==> src/rtl/ba_register_file_pkg.sv <==
// ---------------------------------------------------------------------------
// ba_register_file_pkg
//   Shared CPU constants used by the general-purpose register file and its
//   read ports: default data width, register count, the matching address
//   width, and the register address / data typedefs.
// ---------------------------------------------------------------------------
package ba_register_file_pkg;

  localparam int REG_DATA_WIDTH = 32;
  localparam int REG_COUNT      = 16;
  localparam int REG_ADDR_WIDTH = $clog2(REG_COUNT);

  typedef logic [REG_ADDR_WIDTH-1:0] reg_addr_t;
  typedef logic [REG_DATA_WIDTH-1:0] reg_data_t;

endpackage

==> src/rtl/ba_read_port.sv <==
// ---------------------------------------------------------------------------
// ba_read_port
//   One combinational read port of the register file.
//   It selects a register and its busy bit, and applies the BAout zero mask
//   to register 0. When REGFILE_BYPASS_EN is defined, the port forwards a
//   same-cycle write to the selected register (write-first).
//
// Optional feature macro: REGFILE_BYPASS_EN
//
// Ports
//   regs      in   storage array from the top module
//   busy      in   registered scoreboard, bit i = register i busy
//   rd_addr   in   register index
//   ba_out    in   BAout qualifier; register 0 reads as zero while set
//   wr_en     in   write port enable (bypass use only)
//   wr_addr   in   write port index (bypass use only)
//   wr_data   in   write port data (bypass use only)
//   rsv_en    in   reserve enable (bypass use only)
//   rsv_addr  in   reserve index (bypass use only)
//   rd_data   out  selected (possibly masked or forwarded) data
//   rd_busy   out  busy bit of the selected register
// ---------------------------------------------------------------------------
module ba_read_port
  import ba_register_file_pkg::*;
#(
  parameter int DATA_WIDTH = REG_DATA_WIDTH,
  parameter int NUM_REGS   = REG_COUNT,
  parameter int ADDR_WIDTH = $clog2(NUM_REGS)
) (
  input  logic [DATA_WIDTH-1:0] regs [NUM_REGS],
  input  logic [NUM_REGS-1:0]   busy,
  input  logic [ADDR_WIDTH-1:0] rd_addr,
  input  logic                  ba_out,
  input  logic                  wr_en,
  input  logic [ADDR_WIDTH-1:0] wr_addr,
  input  logic [DATA_WIDTH-1:0] wr_data,
  input  logic                  rsv_en,
  input  logic [ADDR_WIDTH-1:0] rsv_addr,
  output logic [DATA_WIDTH-1:0] rd_data,
  output logic                  rd_busy
);

  // The zero mask is applied last so that it overrides a forwarded write
  // to register 0.
  always_comb begin
    rd_data = regs[rd_addr];
    rd_busy = busy[rd_addr];
`ifdef REGFILE_BYPASS_EN
    if (wr_en && (wr_addr == rd_addr)) begin
      rd_data = wr_data;
      // A same-cycle reserve of the register being written wins over the
      // release, so the busy bit is only cleared early without one.
      if (!(rsv_en && (rsv_addr == wr_addr))) begin
        rd_busy = 1'b0;
      end
    end
`endif
    if (ba_out && (rd_addr == '0)) begin
      rd_data = '0;
    end
  end

`ifndef REGFILE_BYPASS_EN
  // Without forwarding, the write and reserve inputs have no function here.
  logic unused_bypass;
  assign unused_bypass = ^{wr_en, wr_addr, wr_data, rsv_en, rsv_addr};
`endif

endmodule

==> src/rtl/ba_register_file.sv <==
// ---------------------------------------------------------------------------
// ba_register_file
//   General-purpose register file with one synchronous write port, two
//   combinational read ports (A, B), each with a BAout qualifier, and a
//   per-register busy scoreboard used for RAW hazard detection.
//
// Optional feature macro: REGFILE_BYPASS_EN (write-first forwarding on the
//   read ports; see ba_read_port)
//
// Ports
//   clock      in   rising-edge clock
//   clear      in   asynchronous active-high reset
//   wr_en      in   write enable
//   wr_addr    in   write register index
//   wr_data    in   write data
//   rsv_en     in   reserve enable (mark destination busy)
//   rsv_addr   in   register to reserve
//   rd_addr_a  in   port A index
//   ba_out_a   in   port A BAout qualifier
//   rd_data_a  out  port A data
//   rd_busy_a  out  port A busy bit
//   rd_addr_b  in   port B index
//   ba_out_b   in   port B BAout qualifier
//   rd_data_b  out  port B data
//   rd_busy_b  out  port B busy bit
//   busy_vec   out  full scoreboard
// ---------------------------------------------------------------------------
module ba_register_file
  import ba_register_file_pkg::*;
#(
  parameter int          DATA_WIDTH = REG_DATA_WIDTH,
  parameter int          NUM_REGS   = REG_COUNT,
  parameter int          ADDR_WIDTH = $clog2(NUM_REGS),
  parameter logic [31:0] INIT       = 32'h0
) (
  input  logic                  clock,
  input  logic                  clear,
  input  logic                  wr_en,
  input  logic [ADDR_WIDTH-1:0] wr_addr,
  input  logic [DATA_WIDTH-1:0] wr_data,
  input  logic                  rsv_en,
  input  logic [ADDR_WIDTH-1:0] rsv_addr,
  input  logic [ADDR_WIDTH-1:0] rd_addr_a,
  input  logic                  ba_out_a,
  output logic [DATA_WIDTH-1:0] rd_data_a,
  output logic                  rd_busy_a,
  input  logic [ADDR_WIDTH-1:0] rd_addr_b,
  input  logic                  ba_out_b,
  output logic [DATA_WIDTH-1:0] rd_data_b,
  output logic                  rd_busy_b,
  output logic [NUM_REGS-1:0]   busy_vec
);

  localparam logic [DATA_WIDTH-1:0] INIT_VAL = DATA_WIDTH'(INIT);

  logic [DATA_WIDTH-1:0] regs [NUM_REGS];
  logic [NUM_REGS-1:0]   busy;

  // Register storage. Register 0 is an ordinary register; only the read
  // ports treat it specially under BAout.
  always_ff @(posedge clock or posedge clear) begin
    if (clear) begin
      for (int i = 0; i < NUM_REGS; i++) begin
        regs[i] <= INIT_VAL;
      end
    end else if (wr_en) begin
      regs[wr_addr] <= wr_data;
    end
  end

  // Scoreboard. The reserve assignment comes after the release so that a
  // reserve and a write-back of the same register leave it busy: the new
  // producer replaces the old one.
  always_ff @(posedge clock or posedge clear) begin
    if (clear) begin
      busy <= '0;
    end else begin
      if (wr_en) begin
        busy[wr_addr] <= 1'b0;
      end
      if (rsv_en) begin
        busy[rsv_addr] <= 1'b1;
      end
    end
  end

  assign busy_vec = busy;

  ba_read_port #(
    .DATA_WIDTH (DATA_WIDTH),
    .NUM_REGS   (NUM_REGS),
    .ADDR_WIDTH (ADDR_WIDTH)
  ) u_port_a (
    .regs     (regs),
    .busy     (busy),
    .rd_addr  (rd_addr_a),
    .ba_out   (ba_out_a),
    .wr_en    (wr_en),
    .wr_addr  (wr_addr),
    .wr_data  (wr_data),
    .rsv_en   (rsv_en),
    .rsv_addr (rsv_addr),
    .rd_data  (rd_data_a),
    .rd_busy  (rd_busy_a)
  );

  ba_read_port #(
    .DATA_WIDTH (DATA_WIDTH),
    .NUM_REGS   (NUM_REGS),
    .ADDR_WIDTH (ADDR_WIDTH)
  ) u_port_b (
    .regs     (regs),
    .busy     (busy),
    .rd_addr  (rd_addr_b),
    .ba_out   (ba_out_b),
    .wr_en    (wr_en),
    .wr_addr  (wr_addr),
    .wr_data  (wr_data),
    .rsv_en   (rsv_en),
    .rsv_addr (rsv_addr),
    .rd_data  (rd_data_b),
    .rd_busy  (rd_busy_b)
  );

endmodule

==> config.mk <==
export PLATFORM = sky130hd
export DESIGN_NAME = ba_register_file
export DESIGN_NICKNAME = d
export VERILOG_FILES = /design/src/rtl/ba_register_file_pkg.sv /design/src/rtl/ba_read_port.sv /design/src/rtl/ba_register_file.sv
export SDC_FILE = /design/constraint.sdc
export NUM_CORES = 1
export LEC_CHECK = 0
export CORE_UTILIZATION = 55
export CTS_CLUSTER_DIAMETER = 150
export DETAILED_ROUTE_END_ITERATION = 16
export HOLD_SLACK_MARGIN = 0.15
export PLACE_DENSITY = 0.84
export RECOVER_POWER = 100
export SETUP_SLACK_MARGIN = 0.5
export SLEW_MARGIN = 40
export SYNTH_ARGS = -nofsm -noshare
export SYNTH_HDL_FRONTEND = slang
export SYNTH_HIERARCHICAL = 1
export SYNTH_SLANG_ARGS = --single-unit
==> constraint.sdc <==
create_clock -name clock -period 18.7 [get_ports clock]
set_input_delay 3.74 -clock clock [delete_from_list [all_inputs] [get_ports clock]]
set_output_delay 3.74 -clock clock [all_outputs]
set_load 0.05 [all_outputs]
==> results.cfg, run 1 <==
[timing]
fmax_ghz = 0.0708
finalCriticalPeriod_ns = 14.12
period_share_pct = 75.5
fin_setup_tns_ns = 0
finalMaxSlewViolations = 947
rsz0062_at_grt = false
hold_violations = 0
setup_viol = 0
layout_setup_ws_ns = 4.58
max_slew.worst_pin.slew_ns = 4.66
skew_ns = 0
relSlewSlack_pct = -211

[global_routing]
grt.total_usage_pct = 31.0
met2_usage_pct = 47.9
grt_max_degree = 110
busiest_layer = met2
grt_pass1_wl_um = 123000
use_met1_pct = 42.4
antenna_found_initial = 6
overflow = 0
use_met3_pct = 7.12
grt_pass1_vias = 19500

[clocking]
ctsHoldBuffers = 0
clock_path_buffers = 3
cts_resized = 0
clk_latency_ns = 0.63
cts_tree = yes
numCtsBuffers = 53
cts_max_level = 2
cts_root_buffer = clkbuf_16
cts_setup_buffers = 0
cts_sinks = 528
clk_pin_slew_worst_paths_ns = 0.06

[route]
drc_errors = 0
routed-via-count = 18600
avgRoutedWirePerCell_um = 29.9
avgViaCountPerCell = 6.94
firstDrtPassIters = 5
drtIter0Drc = 1644
postRouteAntennaNets = 0
routed_wl_um = 80300

[floorplan]
initial_utilization_pct = 56.2
ios = 136
core_mm2 = 0.0505
rows = 82
die_area_mm2 = 0.0525
fp.dieW_um = 229
fp.dieH_um = 229

[min_path]
min_to = regs[119]
min_path_cells = 1
hp-start = regs[119]
hold_class = reg2reg

[power_and_ir_drop]
ir_drop_mv = 0.0727
pwr_density_cell_mw_per_mm2 = 120
p_leak_nw = 13.3

[place]
port_buffers = 135
place_ws_ns = 7.71
place_inst = 2584
place_area_mm2 = 0.0301
dp_hpwl_um = 48100
gp_congestion = 0.840

[synth]
syn_area_per_cell_um2 = 14.8
yosys.area_share.xor_xnor_pct = 0
synthMuxAreaShare_pct = 44.6
synth_fa_ha_area_share_pct = 0
synth_area_leaders = dfrtp_1, mux2_2, mux4_2
synth_compound_area_share_pct = 4.19
syn_area_mm2 = 0.0284
yosysTopAreaCell = dfrtp_1
yosys.area_share.simple_pct = 1.18
async_flop_share_pct = 100
yosys_most_used_dff = dfrtp_1
syn_nets = 1974
synth_warnings = 6
synth_top_family_by_area = multiplexers
syn-instance-count = 1920
yosys.area.top_type_share_pct = 46.6
synth-edff-count = 0
synth.distinct_cells = 36
yosysSeqAreaShare_pct = 46.6
ys_ff_latch = 528

[critical_path]
startpoint_type = input pin
reg2reg_depth = 1
crit_required_ns = 14.96
path_max_fanout = 45
crit_arrival_ns = 10.38
r2r-start = regs[207]
end_kind = primary output
r2r_slack_ns = 17.82
worstSetupPathType = in2out
reg2reg_to = regs[207]

[layout]
fin_area_mm2 = 0.0316
drive_gt1_share_pct = 36.0
nets = 2023
syn2layout_area_growth_pct = 11.3
stdcell_count = 2684
nFillCells = 3603
n_antenna_cell = 0

[outcome]
violations = capacitance limit, slew limit
outcome = complete, but fails checks

[flow_run]
maxCapViolCount = 27
registers in the layout, indices dropped and copies added (netlist names):
register,cells
regs,512
busy_vec,16
layout by cell type, fill, tap and decap left out, types with 3 or more instances in the layout:
cell type        instances
a21o_1                   3
buf_4                   12
buf_6                    5
bufinv_16                5
clkbuf_1                36
clkbuf_16               53
clkbuf_8                21
clkdlybuf4s50_1         49
clkinv_2                 5
dfrtp_1                528
dlygate4sd3_1           80
mux2_1                 104
mux2_2                 407
mux2i_1                240
mux4_2                 190
nand2_1                  5
nand2b_1                 6
nand3b_1                 7
nor2_1                   9
nor2_4                   5
nor2b_1                  3
nor3_1                   3
o21ai_0                 60
o21ai_1                 32
o22ai_1                100
or3_1                    3
or3b_2                   4
metrics by stage:
step           total power (W)  utilization, %  hold slack [ns]
3_3_place_gp           0.00263            59.5            0.487
2_1_floorplan          0.00236               -            0.476
3_5_place_dp           0.00269            59.6            0.502
5_1_grt                0.00392            62.6            0.531
4_1_cts                0.00383            63.3            0.518
6_report               0.00379            62.6            0.511
critical path, cell delays in order:
cell and delay (ns):
buf_2 0.08, clkbuf_1 2.17, inv_1 1.49, clkbuf_1 0.96, mux2i_1 0.39, o21ai_0 0.52
dlygate4sd3_1 0.95
cell type report:
cell class / count / area [µm²] / area share, %
multi-input combinational: 1202 / 14000 / 44.4
tap: 672 / 841 / 2.66
clock buffer: 82 / 1630 / 5.15
inverter: 6 / 23.8 / 0.0753
timing repair buffer: 178 / 1630 / 5.15
sequential: 528 / 13200 / 41.8
clock inverter: 16 / 240 / 0.761
routing by layer:
metal	up-vias	part of all wire, %
li1	7494	-
met1	9867	40
met2	1003	47
met3	247	9.2
met4	12	4.6
met5	-	0.10
kinds of logic (layout without fill, tap and decap cells):
kind of cell	count (synthesis)	in the layout
buf+inv	190	282
compound gates	205	205
simple gates	55	55
mux	942	942
flops	528	528
Yosys cell counts, types with 2 or more instances:
library cell and number:
dfrtp_1 528, mux2_2 410, mux2i_1 240, mux4_2 190
o22ai_1 100, buf_2 96, clkbuf_1 64, o21ai_0 60
mux2_4 58, mux2_1 44, o21ai_1 32, buf_6 14
nor2_1 14, buf_4 8, nand2b_1 7, nand3b_1 7
nand2_1 5, or3_1 5, inv_1 4, or3b_2 4
a21o_1 3, nor2b_1 3, nor3_1 3, a21oi_1 2
a221oi_1 2, a32oi_1 2, buf_1 2, clkinv_1 2
nand2_4 2, o2bb2ai_1 2, or3b_1 2
power by group:
| part | internal, W | switching [W] | total (W) |
|---|---|---|---|
| clock | 0.000667 | 0.000465 | 0.00113 |
| combinational | 0.000512 | 0.000522 | 0.00103 |
| sequential | 0.00141 | 0.000216 | 0.00163 |
worst max-delay path by stage:
stage                            start             to  cells after the start
after global routing             clear      regs[215]                      5
after detailed placement  rd_addr_b[0]   rd_data_b[6]                      6
final                     rd_addr_a[2]  rd_data_a[30]                      7
after floorplan                  clear    busy_vec[0]                      1
after global placement    rd_addr_b[0]   rd_data_b[6]                      6
after CTS                 rd_addr_b[0]   rd_data_b[6]                      6
Power figures use the tool's default switching activity.
==> run 2: changes to the inputs <==
==> constraint.sdc (replaced) <==
create_clock -name clock -period 11.7 [get_ports clock]
set_input_delay 2.34 -clock clock [delete_from_list [all_inputs] [get_ports clock]]
set_output_delay 2.34 -clock clock [all_outputs]
set_load 0.05 [all_outputs]
==> run 2 against run 1 <==
  * The run still ends with capacitance limit, slew limit left
  * Register-to-register slack worse by 7.0 ns
  * Sequential share of layout area about the same
  * Combinational power grew 59%
  * Hold slack better by 0.0014 ns
  * Non-clock buffer count is 1 lower
  * Utilization barely moved
  * First-iteration DRC count increased by 11%
  * Cell area barely moved
  * Power up 59%
  * Sequential cell count unchanged
  * Final cell count about the same
  * Critical path type unchanged
  * Critical endpoint is now rd_data_a[3]
==> results.cfg, run 2 (synthesis results as in run 1) <==
[timing]
max_slew.worst_pin.slew_ns = 5.24
fin_setup_tns_ns = 0
skew_ns = 0
setup_viol = 0
period_share_pct = 85.4
hold_violations = 0
fmax_ghz = 0.100
relSlewSlack_pct = -249
rsz0062_at_grt = false
finalMaxSlewViolations = 612
finalCriticalPeriod_ns = 9.99

[critical_path]
crit_chain = clkbuf_1, clkbuf_1, inv_2, buf_4, mux2i_1, o21ai_0, clkdlybuf4s50_1
crit_arrival_ns = 7.65
crit_required_ns = 9.36
end_kind = primary output
path_max_fanout = 23
critPathMaxStageDelay_ns = 1.24
cp.buffers_inverters = 5
path_common_cell = clkbuf_1
startpoint_type = input pin
worstSetupPathType = in2out
crit_family = buffers and inverters
cp_slowest_cell = clkbuf_1

[power_and_ir_drop]
p_leak_nw = 13.4
ir_drop_mv = 0.110
pwr_density_cell_mw_per_mm2 = 191
total_power_w = 0.00602

[route]
postRouteAntennaNets = 0
avgRoutedWirePerCell_um = 29.8
routed_wl_um = 80000
firstDrtPassIters = 5
drtIter0Drc = 1818
drc_errors = 0
avgViaCountPerCell = 6.93
routed-via-count = 18600

[clocking]
cts_resized = 0
clk_pin_slew_worst_paths_ns = 0.06
cts_max_level = 2
cts_root_buffer = clkbuf_16
numCtsBuffers = 53
clk_latency_ns = 0.61
clock_path_buffers = 3
cts_sinks = 528
cts_setup_buffers = 0
ctsHoldBuffers = 0
cts_tree = yes

[layout]
drive_gt1_share_pct = 36.4
syn2layout_area_growth_pct = 11.3
ff_latch_area_mm2 = 0.0132
nets = 2022
largest-register = regs
multiInputGateArea_mm2 = 0.0140
nFillCells = 3668
mostFrequentLayoutCells = dfrtp_1, mux2_2, mux2i_1, mux4_2, mux2_1
final_common_cell = dfrtp_1
largest_reg_flops = 512
fin_util_pct = 62.6

[outcome]
outcome = complete, but fails checks
violations = capacitance limit, slew limit

[floorplan]
ios = 136
initial_utilization_pct = 56.2
rows = 82
core_mm2 = 0.0505
fp.dieH_um = 229
fp.dieW_um = 229
die_area_mm2 = 0.0525

[min_path]
hold_class = reg2reg

[global_routing]
antenna_found_initial = 7
overflow = 0
grt_max_degree = 112
grt.total_usage_pct = 30.6
grt_pass1_vias = 19700
grt_pass1_wl_um = 122000

[flow_run]
maxCapViolCount = 22

[place]
dp_hpwl_um = 48000
gp_congestion = 0.815
port_buffers = 135
==> run 2: final cells by class <==
cell class / count / share of cell area (%)
multi-input cells: 1202 / 44.3
flip-flops and latches: 528 / 41.8
repair buffers: 177 / 5.33
clock buffers: 76 / 4.96
well taps: 672 / 2.66
clock inverters: 23 / 0.793
inverters: 6 / 0.0832
diodes: 1 / 0.00793
==> run 2: stage by stage <==
stage	setup slack, ns	area, µm²	hold WS [ns]	std cells
2_1_floorplan	2.18	28400	0.476	1920
3_3_place_gp	3.43	30000	0.486	2582
3_5_place_dp	3.70	30100	0.499	2584
4_1_cts	3.66	31900	0.514	2683
5_1_grt	1.82	31600	0.531	2684
6_report	1.71	31600	0.512	2685
==> run 2: report_power, final <==
| part | internal [W] | switching [W] | leakage [nW] | total [W] |
|---|---|---|---|---|
| clock | 0.00104 | 0.000740 | 0.907 | 0.00178 |
| sequential | 0.00225 | 0.000346 | 6.47 | 0.00260 |
| combinational | 0.000821 | 0.000817 | 5.98 | 0.00164 |
==> run 2: path summary, 6_finish.rpt <==
check,from,endpoint,slack (ns),cells after the start
setup / recovery,rd_addr_a[2],rd_data_a[3],1.71,7
hold / removal,regs[454],regs[454],0.51,1
setup reg to reg,busy_vec[1],busy_vec[1],10.83,1
hold reg to reg,regs[454],regs[454],0.51,1
max in group asynchronous,clear,regs[118],3.94,7
min in group asynchronous,clear,regs[199],4.33,3
==> run 2: metal layers <==
layer | GRT usage [%] | share of wire (%) | vias up
met1 | 40.4 | 38 | 9877
met3 | 6.74 | 9.2 | 238
li1 | - | - | 7480
met5 | 0 | 0.11 | -
met2 | 48.5 | 48 | 996
met4 | 14.5 | 4.2 | 12
